## config.mk

```make
export PLATFORM = sky130hd
export DESIGN_NAME = moving_average_inverse
export DESIGN_NICKNAME = d
export VERILOG_FILES = /design/src/rtl/moving_average_pkg.sv /design/src/rtl/ma_history_ring.sv /design/src/rtl/moving_average_inverse.sv
export SDC_FILE = /design/constraint.sdc
export NUM_CORES = 1
export LEC_CHECK = 0
export CORE_MARGIN = 1.5
export CORE_UTILIZATION = 55
export CTS_CLUSTER_SIZE = 40
export DETAILED_ROUTE_END_ITERATION = 16
export PLACE_DENSITY = 0.86
export SLEW_MARGIN = 0
export SYNTH_ARGS = -nofsm -noshare
export SYNTH_HDL_FRONTEND = slang
export SYNTH_HIERARCHICAL = 1
export SYNTH_SLANG_ARGS = --single-unit
```

## constraint.sdc

```tcl
create_clock -name system1000 -period 4.5 [get_ports system1000]
set_input_delay 0.675 -clock system1000 [delete_from_list [all_inputs] [get_ports system1000]]
set_output_delay 0.675 -clock system1000 [all_outputs]
set_load 0.1 [all_outputs]
```

## src/rtl/moving_average_pkg.sv

```systemverilog
// rtl/moving_average_pkg.sv - shared moving-average constants, log2 helper and sample/sum types
package moving_average_pkg;

    localparam int MA_DATA_W = 8;
    localparam int MA_DEPTH  = 4;

    // Constant-evaluable ceil(log2); callers only pass powers of two.
    function automatic int ma_log2(input int depth);
        int r;
        r = 0;
        for (int i = 0; i < 31; i++) begin
            if ((1 << i) < depth) begin
                r = i + 1;
            end
        end
        return r;
    endfunction

    localparam int MA_SUM_W = MA_DATA_W + ma_log2(MA_DEPTH);

    typedef logic signed [MA_DATA_W-1:0] ma_sample_t;
    typedef logic signed [MA_SUM_W-1:0]  ma_sum_t;

endpackage

```

## src/rtl/ma_history_ring.sv

```systemverilog
// rtl/ma_history_ring.sv - DEPTH-entry circular history with read-before-overwrite at the write pointer
module ma_history_ring
    import moving_average_pkg::*;
#(
    parameter int WIDTH = MA_SUM_W + 1,
    parameter int DEPTH = MA_DEPTH
) (
    input  logic             clk,
    input  logic             rst,
    input  logic             clr,
    input  logic             wr_en,
    input  logic [WIDTH-1:0] wr_data,
    output logic [WIDTH-1:0] rd_data
);

    localparam int PTR_W = ma_log2(DEPTH);

    logic [WIDTH-1:0] mem [DEPTH];
    logic [PTR_W-1:0] ptr;

    // The oldest entry lives at the write pointer, so reading there yields x[n-DEPTH].
    assign rd_data = mem[ptr];

    always_ff @(posedge clk or posedge rst) begin
        if (rst) begin
            ptr <= '0;
            for (int i = 0; i < DEPTH; i++) begin
                mem[i] <= '0;
            end
        end else if (clr) begin
            ptr <= '0;
            for (int i = 0; i < DEPTH; i++) begin
                mem[i] <= '0;
            end
        end else if (wr_en) begin
            mem[ptr] <= wr_data;
            if (ptr == PTR_W'(DEPTH - 1)) begin
                ptr <= '0;
            end else begin
                ptr <= ptr + 1'b1;
            end
        end
    end

endmodule

```

## src/rtl/moving_average_inverse.sv

```systemverilog
// rtl/moving_average_inverse.sv - recovers samples from window sums; MA_INV_OVF_EN adds the ovf flag
module moving_average_inverse
    import moving_average_pkg::*;
#(
    parameter int DATA_W = MA_DATA_W,
    parameter int DEPTH  = MA_DEPTH,
    parameter int SUM_W  = DATA_W + ma_log2(DEPTH)
) (
    input  logic                     system1000,
    input  logic                     system1000_rst,
    input  logic                     clr,
    input  logic                     in_valid,
    input  logic signed [SUM_W-1:0]  in_sum,
    output logic                     out_valid,
    output logic signed [DATA_W-1:0] out_sample,
`ifdef MA_INV_OVF_EN
    output logic                     ovf,
`endif
    output logic                     primed
);

    localparam int FULL_W = SUM_W + 1;
    localparam int CNT_W  = ma_log2(DEPTH) + 1;

    logic signed [SUM_W-1:0]  s_prev;
    logic [CNT_W-1:0]         fill;
    logic [FULL_W-1:0]        hist_rd;
    logic signed [FULL_W-1:0] full;
    logic                     accept;

    assign accept = in_valid & ~clr;

    // x[n] = S[n] - S[n-1] + x[n-DEPTH], one guard bit above the sum width.
    assign full = {in_sum[SUM_W-1], in_sum} - {s_prev[SUM_W-1], s_prev} + $signed(hist_rd);

    ma_history_ring #(
        .WIDTH (FULL_W),
        .DEPTH (DEPTH)
    ) u_ring (
        .clk     (system1000),
        .rst     (system1000_rst),
        .clr     (clr),
        .wr_en   (accept),
        .wr_data (full),
        .rd_data (hist_rd)
    );

    always_ff @(posedge system1000 or posedge system1000_rst) begin
        if (system1000_rst) begin
            out_valid  <= 1'b0;
            out_sample <= '0;
            s_prev     <= '0;
            fill       <= '0;
        end else if (clr) begin
            out_valid <= 1'b0;
            s_prev    <= '0;
            fill      <= '0;
        end else begin
            out_valid <= in_valid;
            if (in_valid) begin
                s_prev     <= in_sum;
                out_sample <= full[DATA_W-1:0];
                if (fill != CNT_W'(DEPTH)) begin
                    fill <= fill + 1'b1;
                end
            end
        end
    end

    assign primed = (fill == CNT_W'(DEPTH));

`ifdef MA_INV_OVF_EN
    logic in_range;

    // Representable iff every bit from the DATA_W sign bit upward matches.
    assign in_range = (&full[FULL_W-1:DATA_W-1]) | ~(|full[FULL_W-1:DATA_W-1]);

    always_ff @(posedge system1000 or posedge system1000_rst) begin
        if (system1000_rst) begin
            ovf <= 1'b0;
        end else if (clr) begin
            ovf <= 1'b0;
        end else begin
            ovf <= in_valid & ~in_range;
        end
    end
`endif

endmodule

```

==> results.yml, run 1 <==
run_status:
  status: "finished clean"
detailed_routing:
  viasPerCell: 5.65
  drt_iter0_markers: 152
  wire_per_inst_um: 15.9
  ant_nets: 0
  first_pass_iters: 4
  totalWireLength_mm: 6.48
  drcViolationCount: 0
  num_vias: 2298
synthesis:
  synth_area_per_cell_um2: 10.1
  ys_warn_count: 6
  synthCells: 330
  syn_area_um2: 3330
  syn_nets: 367
die:
  fp-row-count: 28
  die_h_um: 80.8
  die_width_um: 80.8
  core_area_um2: 5890
  io_pins: 24
  start_util: 0.565
  dieArea_um2: 6520
clock_network:
  clk_pin_slew_ps: 100
  tritoncts: "yes"
  cts_root_buffer: "clkbuf_8"
  cts_buffer_depth: 2
  h-tree-depth: 2
  clkSinkCount: 54
  postCtsHoldBufs: 0
  post_cts_buffers: 0
  clk_latency_ps: 310
  numCtsBuffers: 5
  cts-resized-gates: 0
setup_path:
  max_stage_delay_ps: 790
  crit_top_cell: "inv_1"
  arrival_ps: 3880
  crit_chain: "mux4_1 -> inv_1 -> fa_1 -> inv_1 -> ha_1 -> a211oi_2 -> o21ai_1 -> o221a_1 -> nor2_1 -> nand3_1 -> a21oi_1"
  cp_num_buf_inv: 2
  path_max_fanout: 12
  worstSetupPathType: "flop to flop"
  crit_family: "compound AO/OA/AOI/OAI gates"
  end_kind: "flop"
  cp-start-kind: "flop"
  cpMaxStageDelayCell: "dfrtp_1"
  worstPathRequired_ps: 4740
sta:
  grt_setup_unrepaired: "false"
  period_share: 0.809
  fin_hold_ws_ps: 488
  drv_slew: 0
  slew_headroom: 0.348
  fmax_mhz: 275
  tightest_slew_ps: 975
  post-route-min-period_ps: 3640
  fin_tns_setup_ps: 0
  finalHoldViolCount: 0
  finClkSkew_ps: 7.51
  setup_viol: 0
run:
  max_cap_violations: 0
power:
  p_per_area_nw_per_um2: 424
  ir_drop_mv: 0.372
  power_w: 0.00153
  leakage_nw: 1.66
place:
  gp_congestion: 0.789
  dpl_cell_area_um2: 3500
  dp_hpwl_mm: 4.53
  portBuffers: 21
finish:
  regArea_um2: 1350
  final_common_cell: "dfrtp_1"
  final_area_um2: 3600
  diodes: 0
  fillers: 468
  drive_above_1_share: 0.163
  num-nets-final: 368
  multi_input_area_um2: 1670
  mostFrequentLayoutCells: "54 x dfrtp_1, 39 x inv_1, 38 x a21oi_1, 34 x nand3_1, 32 x a21bo_2"
  area_delta_synth_final_pct: 8.27
grt:
  grt_pass1_vias: 2262
  grt_max_degree: 46
  grt_pass1_wl_mm: 11.2
  grt_overflow: 0
  antenna_found_initial: 0
  track_usage: 0.229
min_path:
  min_path_type: "flop to flop"
[per-layer routing]
| metal | share of wire | vias to the layer above | routed length [um] | track usage |
|---|---|---|---|---|
| met5 | 0 | - | 0 | 0 |
| met4 | 0.014 | 0 | 92 | 0.0534 |
| met3 | 0.037 | 7 | 242 | 0.0539 |
| met2 | 0.49 | 47 | 3170 | 0.371 |
| met1 | 0.46 | 1127 | 2970 | 0.314 |
| li1 | - | 1117 | - | - |
[path summary, 6_finish.rpt]
path                           startpoint       endpoint  slack [ps]  cells after the start
setup / recovery            u_ring/ptr[0]  u_ring/mem[7]         860                     11
max in group asynchronous  system1000_rst      s_prev[0]        3170                      2
hold reg to reg             out_sample[0]  out_sample[0]         490                      2
setup reg to reg            u_ring/ptr[0]  u_ring/mem[7]         860                     11
min in group asynchronous  system1000_rst  u_ring/mem[4]         790                      3
hold / removal              out_sample[0]  out_sample[0]         490                      2
[cell type report]
cell class / instances / share of cell area
repair buffers: 25 / 0.0667
clock buffers: 6 / 0.0229
inverters: 40 / 0.0417
well taps: 75 / 0.0261
clock inverters: 2 / 0.00452
multi-input cells: 205 / 0.463
flip-flops and latches: 54 / 0.375
[registers in the layout (all words and copies together) (netlist names)]
name,flops
u_ring/mem,32
fill,3
s_prev,8
out_sample,8
out_valid,1
u_ring/ptr,2
[power by group]
| group | switching, W | internal (W) |
|---|---|---|
| registers | 0.0000321 | 0.000533 |
| clock network | 0.000170 | 0.000127 |
| logic | 0.000466 | 0.000200 |
| total | 0.000668 | 0.000860 |
[worst register-to-register path, delay by kind of cell (launching register included)]
kind                     cells  cell delay (ps)
buffers and inverters        2              210
adder cells (fa/ha/maj)      2              670
AND/OR/NAND/NOR              2              440
flip-flops                   1              790
AO/OA/AOI/OAI                4              830
multiplexers                 1              630
[stage by stage]
stage,utilization,setup slack [ps],instances
after global routing,0.612,523,407
after detailed placement,0.595,868,399
final,0.612,858,407
after floorplan,-,1500,330
after global placement,0.595,947,399
after CTS,0.612,830,407
No activity file was read; power rests on OpenSTA's default activity.
==> run 2: changes to the inputs <==
- PLACE_DENSITY: 0.86 -> 0.89
- clock period: 4.5 -> 3.3 ns (I/O delays scaled with it)
==> results.yml, run 2 (same netlist as run 1, synthesis figures left out) <==
run_status:
  status: "finished clean"
sta:
  slew_headroom: 0.339
  setup_viol: 0
  finClkSkew_ps: 6.55
  period_share: 0.973
  finalHoldViolCount: 0
  fin_tns_setup_ps: 0
  post-route-min-period_ps: 3210
  tightest_slew_ps: 989
  fmax_mhz: 312
  drv_slew: 0
detailed_routing:
  first_pass_iters: 4
  met2_length_mm: 3.42
  num_vias: 2417
  top_layer: "met4"
  ant_nets: 0
  m1WireLength_mm: 2.95
  viasPerCell: 5.71
  drcViolationCount: 0
  totalWireLength_mm: 6.90
  drt_iter0_markers: 176
  wire_per_inst_um: 16.3
  met3_length_um: 385
clock_network:
  cts_root_buffer: "clkbuf_8"
  clk_pin_slew_ps: 100
  numCtsBuffers: 5
  clk_latency_ps: 320
  clkSinkCount: 54
  cts_buffer_depth: 2
  tritoncts: "yes"
  h-tree-depth: 2
place:
  dp_hpwl_mm: 4.67
  portBuffers: 21
  gp_congestion: 0.841
die:
  dieArea_um2: 6520
  start_util: 0.565
  die_h_um: 80.8
  die_width_um: 80.8
  fp-row-count: 28
  io_pins: 24
  core_area_um2: 5890
grt:
  grt_pass1_wl_mm: 11.2
  grt_max_degree: 48
  track_usage: 0.228
  grt_pass1_vias: 2427
  grt_overflow: 0
  antenna_found_initial: 0
power:
  leakage_nw: 1.75
  p_per_area_nw_per_um2: 594
  ir_drop_mv: 0.465
  power_w: 0.00225
finish:
  num-nets-final: 384
  largest_register_ffs: 32
  reg.largest.list: "u_ring/mem: 32 flops, out_sample: 8 flops, s_prev: 8 flops"
  mostFrequentLayoutCells: "53 x dfrtp_1, 38 x inv_1, 35 x a21oi_1, 34 x nand3_1, 32 x a21bo_2"
  area_delta_synth_final_pct: 13.7
  drive_above_1_share: 0.227
  final_common_cell: "dfrtp_1"
  regMostFlops: "u_ring/mem"
  diodes: 0
setup_path:
  worstSetupPathType: "flop to flop"
  worstPathRequired_ps: 3550
  path_max_fanout: 4
  arrival_ps: 3460
  cp-start-kind: "flop"
  end_kind: "flop"
min_path:
  min_path_type: "flop to flop"
run:
  max_cap_violations: 0
run 2: area by class of cell:
cell class	instances	area (um2)
fill	462	2100
multi-input combinational	205	1690
sequential	54	1350
timing repair buffer	41	383
inverter	40	150
tap	75	93.8
clock buffer	5	68.8
clock inverter	3	45.0
run 2: timing repair:
item,CTS,global route
resized for setup,0,9
buffers inserted,0,4
hold buffers,0,0
setup endpoints to repair,0,13
run 2: path summary, 6_finish.rpt:
| check | startpoint | end | slack (ps) | depth (start not counted) |
|---|---|---|---|---|
| worst max register to register | u_ring/ptr[0] | u_ring/mem[18] | 90 | 12 |
| worst min register to register | out_sample[0] | out_sample[0] | 490 | 2 |
| worst max-delay path | u_ring/ptr[0] | u_ring/mem[18] | 90 | 12 |
| worst min-delay path | out_sample[0] | out_sample[0] | 490 | 2 |
| min in group asynchronous | system1000_rst | u_ring/mem[4] | 590 | 3 |
| max in group asynchronous | system1000_rst | s_prev[7] | 2130 | 2 |
run 2: worst max-delay path, stage by stage (launching register included):
cell      delay, ps
dfrtp_1         440
mux4_1          590
inv_1            90
fa_1            420
inv_1           110
ha_1            260
a211oi_2        250
o21ai_2         130
o221a_1         270
nor2_1          130
buf_4           150
nand3_1          90
a21oi_2         180
run 2: through the flow:
step | cells | worst slack, ps | instance area [um2] | util | hold WS (ps)
6_report | 423 | 90.2 | 3780 | 0.643 | 489
5_1_grt | 423 | -0.239 | 3780 | 0.643 | 511
4_1_cts | 419 | 47.9 | 3730 | 0.634 | 495
3_5_place_dp | 411 | 78.4 | 3620 | 0.614 | 471
3_3_place_gp | 411 | 125 | 3620 | 0.614 | 463
2_1_floorplan | 330 | 303 | 3330 | - | 459
run 2: per-layer routing:
metal,vias to the layer above,track usage
met2,75,0.371
met5,-,0
met4,0,0.0845
met1,1180,0.293
met3,15,0.0618
li1,1147,-
run 2: report_power, final:
group	internal, W	total [W]	switching, W
sequential	0.000727	0.000766	0.0000389
combinational	0.000348	0.00102	0.000676
clock	0.000226	0.000456	0.000231
total	0.00130	0.00225	0.000945
==> run 3: changes to the inputs <==
- ABC_CLOCK_PERIOD_IN_PS: not set -> 3300
- CORE_MARGIN: 1.5 -> not set
- CORE_UTILIZATION: 55 -> 32
- PLACE_DENSITY: 0.89 -> 0.62
==> results.yml, run 3 (same netlist as run 1, synthesis figures left out) <==
run_status:
  status: "finished clean"
power:
  switchingPower_w: 0.000915
  power_w: 0.00221
  seqPwrFrac: 0.345
  p_per_area_nw_per_um2: 581
  leakage_nw: 1.72
  power.share.clock: 0.202
  combPwrFrac: 0.453
  ir_drop_mv: 0.393
  swShare: 0.413
  intPower_w: 0.00130
min_path:
  hp-start: "out_sample[7]"
  hold_path_depth: 2
  min_path_type: "flop to flop"
sta:
  finalHoldViolCount: 0
  fin_tns_setup_ps: 0
  slew_headroom: 0.351
  finClkSkew_ps: 5.95
  drv_slew: 0
  fin_hold_ws_ps: 486
  tightest_slew_ps: 970
  post-route-min-period_ps: 3120
  fin_ws_ps: 180
  setup_viol: 0
  period_share: 0.945
  fmax_mhz: 321
detailed_routing:
  wire_per_inst_um: 13.8
  met3_length_um: 164
  m1WireLength_mm: 3.16
  drt_iter0_markers: 179
  drcViolationCount: 0
  totalWireLength_mm: 6.56
  first_pass_iters: 4
  top_layer: "met4"
  num_vias: 2311
  ant_nets: 0
  met2_length_mm: 3.18
  viasPerCell: 4.84
die:
  die_h_um: 104
  dieArea_um2: 10800
  fp-row-count: 36
  core_area_um2: 9910
  io_pins: 24
  start_util: 0.336
  die_width_um: 104
finish:
  largest_register_ffs: 32
  mostFrequentLayoutCells: "52 x dfrtp_1, 38 x inv_1, 36 x a21oi_1, 34 x nand3_1, 32 x a21bo_2"
  regMostFlops: "u_ring/mem"
  area_delta_synth_final_pct: 14.6
  final_common_cell: "dfrtp_1"
  drive_above_1_share: 0.215
  reg.largest.list: "u_ring/mem: 32 flops, out_sample: 8 flops, s_prev: 8 flops"
  diodes: 0
  final_area_um2: 3810
  num-nets-final: 380
  fillers: 979
setup_path:
  crit_chain: "buf_12 -> mux4_2 -> inv_1 -> fa_1 -> inv_1 -> ha_1 -> o21ai_1 -> o21ai_2 -> o221a_1 -> nor2_1 -> buf_4 -> nand3_1 -> a21oi_2"
  worstPathRequired_ps: 3540
  critical_path.startpoint: "u_ring/ptr[0]"
  path_max_fanout: 6
  worstSetupPathType: "flop to flop"
  reg2reg_from: "u_ring/ptr[0]"
  crit_top_cell: "inv_1"
  end_kind: "flop"
  max_stage_delay_ps: 490
  cpMaxStageDelayCell: "mux4_2"
  arrival_ps: 3360
  ff2ff_path_depth: 13
  cp-start-kind: "flop"
clock_network:
  clkSinkCount: 54
  postCtsHoldBufs: 0
  tritoncts: "yes"
  post_cts_buffers: 0
  clk_pin_slew_ps: 100
  numCtsBuffers: 5
  cts_buffer_depth: 2
  cts-resized-gates: 0
  clk_latency_ps: 310
  h-tree-depth: 2
  cts_root_buffer: "clkbuf_8"
run:
  max_cap_violations: 0
grt:
  grt_overflow: 0
  grt_pass1_vias: 2406
  track_usage: 0.131
  antenna_found_initial: 0
  grt_pass1_wl_mm: 11.6
  grt_max_degree: 46
place:
  dpl_cell_area_um2: 3690
  gp_congestion: 0.773
  place_ws_ps: 10.7
  portBuffers: 21
  dp_hpwl_mm: 4.50
## run 3: changes by cell type in the layout (fill, tap and decap cells not counted), sizes merged
cell	delta
clkinvlp	-1
buf	-4
clkbuf	+1
## run 3: final timing paths
| kind | endpoint | slack [ps] |
|---|---|---|
| worst max-delay path | u_ring/mem[40] | 180 |
| worst min-delay path | out_sample[7] | 490 |
| worst max register to register | u_ring/mem[40] | 180 |
| worst min register to register | out_sample[7] | 490 |
| max in group asynchronous | s_prev[1] | 2190 |
| min in group asynchronous | u_ring/mem[28] | 600 |
## run 3: cell type report
type	instances	area [um2]	area share
clock buffers	6	72.6	0.0190
clock inverters	2	37.5	0.00984
repair buffers	37	353	0.0925
multi-input cells	205	1680	0.441
well taps	133	166	0.0436
inverters	40	150	0.0394
flip-flops and latches	54	1350	0.355
## run 3: critical path, delay by kind of cell, from the launching register on
kind            cells  cell delay [ps]
compound gates      4              780
fa+ha+maj           2              680
buf+inv             4              460
flops               1              430
mux                 1              490
simple gates        2              220
## run 3: stage by stage
stage | cells | utilization
global route | 477 | 0.385
floorplan | 330 | -
global placement | 469 | 0.372
CTS | 477 | 0.383
detailed placement | 469 | 0.372
finish | 477 | 0.385
## run 3: routing by layer
metal / vias up / GRT usage
met1: 1138 / 0.170
met2: 30 / 0.226
met5: - / 0
met3: 4 / 0.0219
met4: 0 / 0.0337
li1: 1139 / -
## run 3: power by group through the flow
stage | combinational, W | clock, W | sequential, W
6_report | 0.00100 | 0.000447 | 0.000764
5_1_grt | 0.00109 | 0.000480 | 0.000776
4_1_cts | 0.000994 | 0.000464 | 0.000765
3_5_place_dp | 0.000991 | 0 | 0.000778
3_3_place_gp | 0.000975 | 0 | 0.000774
2_1_floorplan | 0.000426 | 0 | 0.00106
